$ cat src/rtl/vpi_pub_array_scan.sv
// Register-array access target: a 2-D mem with a non-zero base index, a registered read port,
// a changed-write counter, a summing scan FSM and a registered packed-lane incrementer.
module vpi_pub_array_scan #(
    parameter int WIDTH = 2,
    parameter int DEPTH = 4,
    parameter int BASE  = 3,
    parameter int LANES = 62,
    parameter int IDX_W = (DEPTH > 1) ? $clog2(DEPTH) : 1,
    parameter int SUM_W = WIDTH + IDX_W + 1,
    parameter int CNT_W = 16
) (
    input  logic                         clk,
    input  logic                         rst_n,
    input  logic                         wr_en,
    input  logic [IDX_W-1:0]             wr_idx,
    input  logic [WIDTH-1:0]             wr_data,
    input  logic [IDX_W-1:0]             rd_idx,
    output logic [WIDTH-1:0]             rd_data,
    input  logic                         scan_start,
    output logic                         scan_busy,
    output logic                         scan_done,
    output logic [SUM_W-1:0]             scan_sum,
    output logic [CNT_W-1:0]             chg_cnt,
    input  logic [LANES-1:0][WIDTH-1:0]  lanes_in,
    output logic [LANES-1:0][WIDTH-1:0]  lanes_out
);

    localparam int AW = $clog2(BASE + DEPTH);

    typedef enum logic [1:0] {IDLE, SCAN, DONE} state_t;

    logic [WIDTH-1:0] mem [BASE+DEPTH-1:BASE];
    state_t           state;
    logic [IDX_W-1:0] ptr;
    logic [SUM_W-1:0] acc;
    logic             wr_ok;
    logic             rd_ok;

    // Offsets are 0-based; the array itself is addressed from BASE upwards.
    function automatic logic [AW-1:0] ent(input logic [IDX_W-1:0] idx);
        return AW'(BASE + int'(idx));
    endfunction

    assign wr_ok = wr_en && (int'(wr_idx) < DEPTH);
    assign rd_ok = int'(rd_idx) < DEPTH;

    // NOTE: mem is cleared by reset because the scan and read port must observe zeros right
    // after reset; this forces a flop array rather than a RAM macro, which is fine at this size.
    always_ff @(posedge clk or negedge rst_n) begin
        if (!rst_n) begin
            for (int i = BASE; i < BASE + DEPTH; i++) mem[AW'(i)] <= '0;
            chg_cnt <= '0;
        end else if (wr_ok) begin
            mem[ent(wr_idx)] <= wr_data;
            if (mem[ent(wr_idx)] != wr_data && chg_cnt != '1)
                chg_cnt <= chg_cnt + CNT_W'(1);
        end
    end

    // NOTE: non-blocking assignments make rd_data sample mem before a same-edge write lands,
    // so a colliding read returns the old entry.
    always_ff @(posedge clk or negedge rst_n) begin
        if (!rst_n)
            rd_data <= '0;
        else
            rd_data <= rd_ok ? mem[ent(rd_idx)] : '0;
    end

    always_ff @(posedge clk or negedge rst_n) begin
        if (!rst_n) begin
            lanes_out <= '0;
        end else begin
            for (int i = 0; i < LANES; i++) lanes_out[i] <= lanes_in[i] + WIDTH'(1);
        end
    end

    // Done pulse and the sum update leave DONE together, so scan_sum is valid with scan_done.
    always_ff @(posedge clk or negedge rst_n) begin
        if (!rst_n) begin
            state     <= IDLE;
            ptr       <= '0;
            acc       <= '0;
            scan_busy <= 1'b0;
            scan_done <= 1'b0;
            scan_sum  <= '0;
        end else begin
            scan_done <= 1'b0;
            case (state)
                IDLE: begin
                    if (scan_start) begin
                        state     <= SCAN;
                        ptr       <= '0;
                        acc       <= '0;
                        scan_busy <= 1'b1;
                    end
                end
                SCAN: begin
                    acc <= acc + SUM_W'(mem[ent(ptr)]);
                    ptr <= ptr + IDX_W'(1);
                    if (int'(ptr) == DEPTH - 1)
                        state <= DONE;
                end
                DONE: begin
                    scan_sum  <= acc;
                    scan_done <= 1'b1;
                    scan_busy <= 1'b0;
                    state     <= IDLE;
                end
                default: begin
                    state     <= IDLE;
                    scan_busy <= 1'b0;
                end
            endcase
        end
    end

endmodule

$ cat config.mk
export PLATFORM = sky130hd
export DESIGN_NAME = vpi_pub_array_scan
export DESIGN_NICKNAME = d
export VERILOG_FILES = /design/src/rtl/vpi_pub_array_scan.sv
export SDC_FILE = /design/constraint.sdc
export NUM_CORES = 1
export LEC_CHECK = 0
export CORE_UTILIZATION = 37
export DETAILED_ROUTE_END_ITERATION = 12
export PLACE_DENSITY = 0.86
export SLEW_MARGIN = 15
export SYNTH_ARGS = -nofsm -noshare
export SYNTH_HDL_FRONTEND = slang
export SYNTH_SLANG_ARGS = --single-unit
$ cat constraint.sdc
create_clock -name clk -period 2.2 [get_ports clk]
set_input_delay 0.22 -clock clk [delete_from_list [all_inputs] [get_ports clk]]
set_output_delay 0.22 -clock clk [all_outputs]
set_load 0.005 [all_outputs]
# After elaboration in Yosys (flattened, before gate mapping)
# Cells that the tools add are included.
# totals
regBits	166
wordCells	182
n_memories	0
latchBits	0
mem_bits_rw	0
mem_bits_ro	0
output_inout_bits	149
input_bits	134
# classes
muxes	19
reduce_logical	9
shifts	0
n_eq_ne	7
magnitude_cmp	4
bitwise	1
div	0
n_mul	0
n_addsub	68
# ops
op	count
adder 2 x 1 -> 2 bit, second input constant	63
binary-select mux 2 bit (select 3 bit)	3
adder 16 x 1 -> 16 bit, second input constant	1
inequality test 16 bit, second input constant	1
two-way mux 2 bit	7
less-than comparator 3 x 4 -> 1 bit, second input constant	3
case mux 5 bit (2 select lines)	1
AND reduction 2 bit	5
adder 2 x 2 -> 3 bit, first input constant	3
bitwise mux 8 bit	1
case mux 2 bit (2 select lines)	2
demux 2 bit (select 3 bit)	1
adder 5 x 2 -> 5 bit	1
two-way mux 5 bit	1
equality test 2 x 1 -> 1 bit, second input constant	2
inequality test 2 bit, second input constant	2
>= comparator 3 x 1 -> 1 bit, second input constant	1
equality test 2 bit, second input constant	1
logical AND 1 bit	2
logical NOT 2 bit	1
two-way mux 1 bit	2
inequality test 2 bit	1
case mux 1 bit (2 select lines)	1
nonzero test 2 bit	1
NOT 1 bit	1

# Logic depth before layout (Yosys ltp)
# depth
depth_word	6
depth_mapped	11

# Least setup slack after synthesis
# Ideal clock, no wire load.
# synth_path
path_kind	input port to flip-flop
from	input port wr_idx[0]
to	register chg_cnt[1]
slack_ns	-0.168
path_stages	9
path_buffers	1
t_arrival_ns	2.243
setup_time_ns	0.125
path_cell_list	inv_1 > ha_1 > mux2_4 > a32oi_2 > a21oi_1 > or4_4 > buf_6 > and3_4 > mux2_4
# synth_between
elab_chain_len	6
# synth_lines
item	line_no	rtl
start, declared	15	input logic [IDX_W-1:0] wr_idx,
adder 2 x 2 -> 3 bit	41	return AW'(BASE + int'(idx));
binary-select mux 2 bit (select 3 bit)	55	if (mem[ent(wr_idx)] != wr_data && chg_cnt != '1)
two-way mux 2 bit (implied by the code)	55	
inequality test 2 bit	55	
logical AND 1 bit	55	
AND reduction 2 bit (no line)	-	
end signal, assigned	56	chg_cnt <= chg_cnt + CNT_W'(1);
end, declared	23	output logic [CNT_W-1:0] chg_cnt,
# No other way between the ends. The select of a mux whose other input is x is not followed.
# A chain may end at the register's enable or synchronous reset.

# Worst setup path in the final report
# layout_path
from	register ptr[1]
to	register acc[4]
# layout_between
elab_chain_len	5
# layout_lines
item	line_no	rtl
start, declared	34	logic [IDX_W-1:0] ptr;
start signal, assigned	99	ptr <= ptr + IDX_W'(1);
adder 2 x 2 -> 3 bit	41	
binary-select mux 2 bit (select 3 bit)	98	acc <= acc + SUM_W'(mem[ent(ptr)]);
two-way mux 2 bit (implied by the code)	98	
adder 5 x 2 -> 5 bit	98	
case mux 5 bit (2 select lines)	88	case (state)
end signal, assigned	98	
end, declared	35	logic [SUM_W-1:0] acc;
# No other way between the ends. The select of a mux whose other input is x is not followed.

==> results.sh <==
export IMPL_gr_usage_all_layers_pct=18.34
export IMPL_post_synth_main_area_contributors="sky130_fd_sc_hd__dfrtp_1 66%, sky130_fd_sc_hd__xor2_1 9.2%, sky130_fd_sc_hd__inv_1 4.4%, sky130_fd_sc_hd__edfxtp_1 3.0%, sky130_fd_sc_hd__ha_1 2.3%"
export IMPL_core_um2=15890
export IMPL_final_cell_area_um2=9940
export IMPL_worstSetupEndpointType="register"
export IMPL_required_ns=2.50
export IMPL_io_pins=283
export IMPL_detail_route_first_pass_iterations=4
export IMPL_yosysUniqueCellTypes=37
export IMPL_ys_seq_area_share_pct=69.45
export IMPL_postLayoutCoreUtil_pct=62.57
export IMPL_synth_warnings=0
export IMPL_crit_arrival_ns=2.46
export IMPL_drive_above_1_share_pct=10.59
export IMPL_buffer_ports_inserted=282
export IMPL_pre_cts_slack_ns=-0.5163
export IMPL_worst_path_max_fanout=5
export IMPL_start_util_pct=37.93
export IMPL_final_min_clock_period_ns=2.156
export IMPL_pin_count_of_the_biggest_net_entering_global_routing=104
export IMPL_clock_power_share_pct=35.0
export IMPL_route_vias_total=4270
export IMPL_finalWirelength_mm=14.93
export IMPL_outcome="completed"
export IMPL_die_outline_area_um2=16800
export IMPL_grt_pass1_wl_mm=22.57
export IMPL_post_drt_via_cell_ratio=4.348
export IMPL_clock_tree_htree_level_count=4
export IMPL_intPower_mw=6.565
export IMPL_antenna_found_initial=1
export IMPL_max_freq_ghz=0.4637
export IMPL_synth_cell_area_um2=6025
export IMPL_timing_worst_slew_pin_value_ns=0.6063
export IMPL_timing_hold_worst_class="in2async"
export IMPL_timing_worst_setup_path_type="reg2reg"
export IMPL_p_comb_share_pct=23.2
export IMPL_area_growth_pct=64.98
export IMPL_post_drt_wl_per_cell_um=15.20
export IMPL_clock_skew_final_ns=0.007569
export IMPL_vert_die_dim_um=129.6
export IMPL_rsz_0062_raised_after_global_routing="true"
export IMPL_power_density_nw_per_um2=884.3
export IMPL_cts_buffers=17
export IMPL_final_period_utilization_pct=98.02
export IMPL_power_sequential_fraction_pct=41.7
export IMPL_worst_slack_ns=0.04361
export IMPL_route_antenna_remaining_nets=0
export IMPL_clk_path_buf_depth=2
export IMPL_grt_overflow=0
export IMPL_critPathLaunch="ptr[1]$_DFFE_PN0P_"
export IMPL_grt_pass1_vias=4447
export IMPL_setup_viol=0
export IMPL_final_hold_violation_count=0
export IMPL_switching_share_of_total_power_pct=25.31
export IMPL_vdd_ir_drop_worst_mv=0.4929
export IMPL_nFillCells=1218
export IMPL_rows=46
export IMPL_net_switching_power_of_the_design_mw=2.224
export IMPL_routabilityCongestion=0.8039
export IMPL_synth_area_per_cell_um2=13.79
export IMPL_die_width_um=129.6
export IMPL_max_cap_viol_count=0
export IMPL_standard_cell_area_after_detailed_placement_um2=9238
export IMPL_cts_reportedPaths_clkPinSlew_ns=0.07
export IMPL_insertion_delay_ns=0.41
export IMPL_synth_seq_cells=166
export IMPL_postSynthCellCount=437
export IMPL_slew_headroom_pct=59.50
export IMPL_synthDominantAreaCellType="sky130_fd_sc_hd__dfrtp_1"
export IMPL_synth_top_cell_area_share_pct=66.46
export IMPL_clock_tree_from_tritoncts="built"
export IMPL_cts_sink_count=166
export IMPL_ff2ff_path_depth=11
export IMPL_drv_slew=0
export IMPL_drc_errors=0
export IMPL_worstSetupStartpointType="register"
export IMPL_final_net_count=898
export IMPL_syn_nets=583
export IMPL_drc_violation_total_after_the_first_tritonroute_iteration=213
export IMPL_power_static_leakage_nw=4.504
export IMPL_dpl_hpwl_mm=11.44
export IMPL_hold_ws_ns=0.2436
export IMPL_clockRootBuffer="sky130_fd_sc_hd__clkbuf_16"
export IMPL_critical_path_reg2reg_startpoint="ptr[1]$_DFFE_PN0P_"
[cell usage in the layout, fill, tap and decap left out, types with 3 or more instances in the layout]
master	instances
sky130_fd_sc_hd__inv_1	66
sky130_fd_sc_hd__buf_4	17
sky130_fd_sc_hd__edfxtp_1	6
sky130_fd_sc_hd__mux2_2	8
sky130_fd_sc_hd__and3_1	10
sky130_fd_sc_hd__nand3_1	6
sky130_fd_sc_hd__bufinv_16	3
sky130_fd_sc_hd__clkbuf_16	17
sky130_fd_sc_hd__nand4_1	10
sky130_fd_sc_hd__inv_6	3
sky130_fd_sc_hd__clkdlybuf4s50_1	279
sky130_fd_sc_hd__nor2b_1	5
sky130_fd_sc_hd__nand2_1	14
sky130_fd_sc_hd__dfrtp_1	160
sky130_fd_sc_hd__a21oi_1	7
sky130_fd_sc_hd__xor2_1	63
sky130_fd_sc_hd__xnor2_1	14
sky130_fd_sc_hd__nor3_1	6
sky130_fd_sc_hd__a22o_1	3
sky130_fd_sc_hd__a22oi_1	3
sky130_fd_sc_hd__mux2_4	3
sky130_fd_sc_hd__ha_1	8
sky130_fd_sc_hd__nor2_1	4
sky130_fd_sc_hd__mux2i_1	5
sky130_fd_sc_hd__inv_2	5
[timing repair]
action                                  CTS  global route
endpoints found under the setup margin   14             4
endpoints found under the hold margin    24             0
resized for setup                         5            11
hold buffers                              1             0
pin swaps                                 0             6
setup buffers                             0             4
[kinds of logic after synthesis]
group                    synth area share (%)
XOR/XNOR                                11.19
AO/OA/AOI/OAI                           2.825
buffers and inverters                   4.881
AND/OR/NAND/NOR                         6.023
flip-flops                              69.45
adder cells (fa/ha/maj)                 2.617
multiplexers                            3.012
[flip-flops by register name, summed over array words and instances, names as in the netlist]
signal,flops
ptr,2
scan_sum,5
scan_done,1
acc,5
rd_data,2
state,2
mem,8
lanes_out,124
chg_cnt,16
scan_busy,1
[worst max-delay path: stages, from the launching register on]
cell                      delay (ns)
sky130_fd_sc_hd__dfrtp_1        0.40
sky130_fd_sc_hd__inv_2          0.08
sky130_fd_sc_hd__ha_4           0.22
sky130_fd_sc_hd__nor2b_4        0.13
sky130_fd_sc_hd__a22oi_2        0.16
sky130_fd_sc_hd__o22ai_2        0.08
sky130_fd_sc_hd__ha_2           0.21
sky130_fd_sc_hd__fa_2           0.41
sky130_fd_sc_hd__nand3_2        0.09
sky130_fd_sc_hd__nor3_1         0.04
sky130_fd_sc_hd__a21oi_1        0.13
sky130_fd_sc_hd__o21ai_1        0.09
[power by group through the flow]
stage | sequential [mW] | combinational [mW] | clock, mW
final | 3.67 | 2.04 | 3.08
after detailed placement | 3.72 | 1.89 | 0
after global routing | 3.71 | 2.24 | 3.29
after CTS | 3.67 | 1.91 | 3.16
after floorplan | 3.72 | 0.707 | 0
after global placement | 3.70 | 1.82 | 0
[synth_stat cells]
cell and count:
sky130_fd_sc_hd__nor2_1 4, sky130_fd_sc_hd__nor3b_2 1, sky130_fd_sc_hd__or4_4 1, sky130_fd_sc_hd__buf_6 1, sky130_fd_sc_hd__o21ai_0 3, sky130_fd_sc_hd__clkbuf_1 3, sky130_fd_sc_hd__and2_1 1, sky130_fd_sc_hd__ha_1 11
sky130_fd_sc_hd__edfxtp_1 6, sky130_fd_sc_hd__nand3_1 7, sky130_fd_sc_hd__fa_1 1, sky130_fd_sc_hd__a31oi_1 1, sky130_fd_sc_hd__xor2_1 63, sky130_fd_sc_hd__mux2_1 1, sky130_fd_sc_hd__mux2_4 2, sky130_fd_sc_hd__a22o_1 3
sky130_fd_sc_hd__nor4_1 1, sky130_fd_sc_hd__nand2_1 14, sky130_fd_sc_hd__a32oi_2 1, sky130_fd_sc_hd__o21bai_1 1, sky130_fd_sc_hd__xnor2_1 14, sky130_fd_sc_hd__a22oi_1 4, sky130_fd_sc_hd__a32oi_1 1, sky130_fd_sc_hd__dfrtp_1 160
sky130_fd_sc_hd__o22ai_1 4, sky130_fd_sc_hd__nand4_1 10, sky130_fd_sc_hd__mux2_2 8, sky130_fd_sc_hd__inv_1 71, sky130_fd_sc_hd__mux2i_1 5, sky130_fd_sc_hd__nand2b_1 2, sky130_fd_sc_hd__nor2b_1 6, sky130_fd_sc_hd__buf_2 1
sky130_fd_sc_hd__a21oi_1 7, sky130_fd_sc_hd__nand3b_1 1, sky130_fd_sc_hd__and3_1 10, sky130_fd_sc_hd__nor3_1 6, sky130_fd_sc_hd__and3_4 1
[worst paths after layout]
path / to / slack (ns)
worst min register to register: state[0]$_DFFE_PN0P_ / 0.50
worst max register to register: acc[4]$_DFFE_PN0P_ / 0.04
max in group asynchronous: lanes_out[31]$_DFF_PN0_ / 1.15
min in group clk: lanes_out[108]$_DFF_PN0_ / 0.32
worst max-delay path: acc[4]$_DFFE_PN0P_ / 0.04
worst min-delay path: mem[0]$_DFFE_PN0P_ / 0.24
[metrics by stage]
step	total power, mW	cells	TNS (ns)
3_3_place_gp	5.518	944	-6.633
5_1_grt	9.230	981	-0.09225
3_5_place_dp	5.605	944	-7.363
4_1_cts	8.736	977	0
6_report	8.789	982	0
2_1_floorplan	4.428	437	-0.02738
[layer usage]
metal | routed length, µm | global-route usage, % | vias up
li1 | - | - | 2017
met1 | 5284 | 19.26 | 2063
met5 | 0 | 0 | -
met2 | 8162 | 32.37 | 167
met3 | 1154 | 7.184 | 23
met4 | 326 | 8.276 | 0
[area by class of cell]
type / instances / area [µm²] / share of cell area, %
clock inverters: 13 / 166.4 / 1.674
well taps: 216 / 270.3 / 2.719
diodes: 1 / 2.502 / 0.02518
multi-input cells: 195 / 1618 / 16.28
repair buffers: 301 / 2979 / 29.97
flip-flops and latches: 166 / 4184 / 42.09
clock buffers: 19 / 452.9 / 4.557
inverters: 71 / 266.5 / 2.681
(Power assumes the default switching activity.)
